## src/rtl/regfile.sv

```systemverilog
// 32x32 register file, r0 reads zero; one synchronous write port, two combinational read ports.
// Writes become visible one edge later and reads take zero cycles; there is no backpressure, so every cycle can write.
module regfile (
  input  logic        clock,
  input  logic        ctrl_reset,
  input  logic        ctrl_writeEnable,
  input  logic [4:0]  ctrl_writeReg,
  input  logic [4:0]  ctrl_readRegA,
  input  logic [4:0]  ctrl_readRegB,
  input  logic [31:0] data_writeReg,
  output logic [31:0] data_readRegA,
  output logic [31:0] data_readRegB
);

  logic [31:0] decoded;
  logic [31:0] load_en;
  logic [31:0] regs [1:31];
  logic [31:0] rd_view [32];

  always_comb begin
    decoded = 32'd1 << ctrl_writeReg;
    load_en = decoded & {32{ctrl_writeEnable}};
  end

  // An X write enable evaluates false in the if, so the registers hold their values.
  always_ff @(posedge clock or posedge ctrl_reset) begin
    if (ctrl_reset) begin
      for (int k = 1; k < 32; k++) regs[k] <= 32'h0;
    end else begin
      for (int k = 1; k < 32; k++) begin
        if (load_en[k]) regs[k] <= data_writeReg;
      end
    end
  end

  // Entry 0 is a constant, so index 0 needs no special case in the read muxes.
  always_comb begin
    rd_view[0] = 32'h0;
    for (int k = 1; k < 32; k++) rd_view[k] = regs[k];
  end

  always_comb begin
    data_readRegA = rd_view[ctrl_readRegA];
    data_readRegB = rd_view[ctrl_readRegB];
  end

endmodule
```

## config.mk

```make
export PLATFORM = sky130hd
export DESIGN_NAME = regfile
export DESIGN_NICKNAME = d
export VERILOG_FILES = /design/src/rtl/regfile.sv
export SDC_FILE = /design/constraint.sdc
export NUM_CORES = 2
export LEC_CHECK = 0
export CAP_MARGIN = 15
export CORE_MARGIN = 2
export CORE_UTILIZATION = 57
export CTS_CLUSTER_SIZE = 24
export DETAILED_ROUTE_END_ITERATION = 16
export PLACE_DENSITY = 0.77
export SETUP_SLACK_MARGIN = 0.4
export SYNTH_ARGS = -nofsm -noshare
export SYNTH_HDL_FRONTEND = slang
export SYNTH_SLANG_ARGS = --single-unit
```

## constraint.sdc

```tcl
create_clock -name clock -period 30.7 [get_ports clock]
set_input_delay 4.605 -clock clock [delete_from_list [all_inputs] [get_ports clock]]
set_output_delay 4.605 -clock clock [all_outputs]
set_load 0.02 [all_outputs]
```

==> flow_summary.ini <==
[status]
outcome = finished, final reports clean

[timing]
fin_crit_sh_pct = 44.8
drv_slew = 0
period_needed_ns = 13.75
timing.final.ws_setup_ns = 16.95
finalHoldWorstSlack_ns = 0.514
hold_viol_final = 0
clock_skew_ns = 0
slew_headroom_pct = 22.5
worst_pin_slew_ns = 1.16
grt_setup_unrepaired = false
tns_ns = 0
fmax_mhz = 72.7
setup-violations-final = 0

[clocking]
cts_resized = 0
path_clk_slew_ns = 0.06
cts_max_level = 3
cts_sinks = 992
cts_tree = done
ctsHoldBuffers = 0
max-clock-path-buffers = 3
cts_made_buffers = 102
root_buffer = clkbuf_16
cts_setup_buffers = 0
clk_latency_ns = 0.68

[routing]
wl_per_cell_um = 32.6
drcViolationCount = 0
drtIter0Drc = 4018
ant_nets = 0
viasPerCell = 7.16
firstDrtPassIters = 5
vias = 34906
routed_wl_mm = 159

[placed_design]
dpl.cell_count = 4684
dp_hpwl_mm = 90.9
port_buffers = 113
placed_cell_area_sq_um = 54900
place_ws_ns = 16.99
place.gp.congestion = 0.837

[finish]
design_area_sq_um = 58400
largest_reg_flops = 992
drive_gt1_share_pct = 47.7
syn_to_final_growth_pct = 9.91
nNetsFinal = 3588
fin_cells = 4878

[synthesis]
synth_top_area_share_pct = 46.7
synth.yosys.seq_area_share_pct = 46.7
async_flop_share_pct = 100
synth_commonest_cells = mux2_2, dfrtp_1, mux4_2, clkbuf_1, a22o_1
netlist_instances = 3632
yosysTopAreaCell = dfrtp_1
ys.flop_type = dfrtp_1
yosys-top-cells-area = dfrtp_1, mux2_2, mux4_2
synth_area_sq_um = 53200
yosys_warnings = 0
syn-num-nets = 3682
synth.avg_cell_area_sq_um = 14.6
yosysMostFrequentCell = mux2_2
synth_cell_types = 31
synth-edff-count = 0
ys_seq_elements = 992

[flow_run]
cap_violations = 0

[setup_path]
critPathMaxFanout = 70
critical_path.endpoint = data_readRegB[19]
worstSetupStartpointType = input pin
r2r_cells = 1
r2r-end = rd_view[305]$_DFFE_PP0P_
critPathRequiredTime_ns = 26.10
arrival_ns = 9.15
critPathKind = input pin to output pin
startpoint = ctrl_readRegB[0]
r2r_start = rd_view[305]$_DFFE_PP0P_
end_kind = output pin
r2r_slack_ns = 29.86

[floorplanning]
ios = 114
die_width_um = 309
rows = 112
die_y_um = 309
initial_core_util_pct = 57.2
dieArea_sq_um = 95700
coreArea_sq_um = 92900

[power]
p_leak_nw = 25.2
ir_worst_vdd_uv = 49.1
power_density_nw_per_um2 = 66.3

[grt]
antenna_found_initial = 8
grtUsageTotal_pct = 33.7
grt_max_degree = 114
grt_pass1_vias = 36003
grt_pass1_wl_mm = 238
overflow = 0

[worst_hold_path]
hp-start = rd_view[772]$_DFFE_PP0P_
hp-class = flop to flop
## worst min-delay path by stage
stage | cells past startpoint | endpoint | slack, ns
after floorplan | 1 | rd_view[768]$_DFFE_PP0P_ | 0.48
after global placement | 1 | rd_view[773]$_DFFE_PP0P_ | 0.49
after detailed placement | 1 | rd_view[772]$_DFFE_PP0P_ | 0.50
after CTS | 1 | rd_view[772]$_DFFE_PP0P_ | 0.52
after global routing | 1 | rd_view[365]$_DFFE_PP0P_ | 0.54
final | 1 | rd_view[772]$_DFFE_PP0P_ | 0.51
## per-layer routing
metal  track usage, %  up-vias  part of all wire [%]
li1                 -    13872                     -
met3             8.97      508                    10
met1             45.2    18576                    39
met2             51.4     1942                    46
met4             16.2        8                   4.9
met5                0        -                 0.035
## stage by stage
stage,utilization [%],power [mW]
floorplan,-,2.36
global placement,59.1,2.55
detailed placement,59.1,2.58
CTS,62.8,3.87
global route,62.9,4.02
finish,62.9,3.87
## layout by cell type, fill, tap and decap left out, types with 25 or more instances in the layout
cell / synthesis / layout
a211oi_1: 64 / 64
a22o_1: 192 / 192
and2_1: 34 / 32
and3_1: 33 / 33
buf_4: 48 / 87
clkbuf_16: 0 / 103
clkbuf_8: 0 / 30
clkdlybuf4s50_1: 0 / 103
dfrtp_1: 992 / 992
mux2_1: 25 / 25
mux2_2: 1031 / 1031
mux2i_1: 160 / 160
mux4_2: 384 / 384
nand2_1: 82 / 65
o21ai_1: 64 / 64
o22ai_1: 64 / 64
o31ai_1: 64 / 64
## cell families after synthesis
kind of cell | share of synthesized area, %
mux | 41.7
flops | 46.7
compound gates | 6.33
buf+inv | 3.51
simple gates | 1.80
## layout make-up
class                      count  area (sq um)
clock inverter                30           392
antenna                        4          10.0
clock buffer                 156          3080
fill                        6794         34500
sequential                   992         24800
timing repair buffer         201          1850
tap                         1254          1570
multi-input combinational   2238         26700
inverter                       3          16.3
## report_power, final
group	internal [mW]	leakage [nW]	switching (mW)
clock network	0.749	1.72	0.542
registers	1.56	12.7	0.195
logic	0.487	10.8	0.332
total	2.80	25.2	1.07
## critical path, stage by stage
cell             delay [ns]
buf_8                  0.54
buf_4                  0.74
buf_4                  0.89
mux4_2                 0.38
nand2_1                0.05
and3_1                 0.25
o31ai_1                0.80
clkdlybuf4s50_1        0.78
Note: power is estimated with default switching activity, not from simulation.
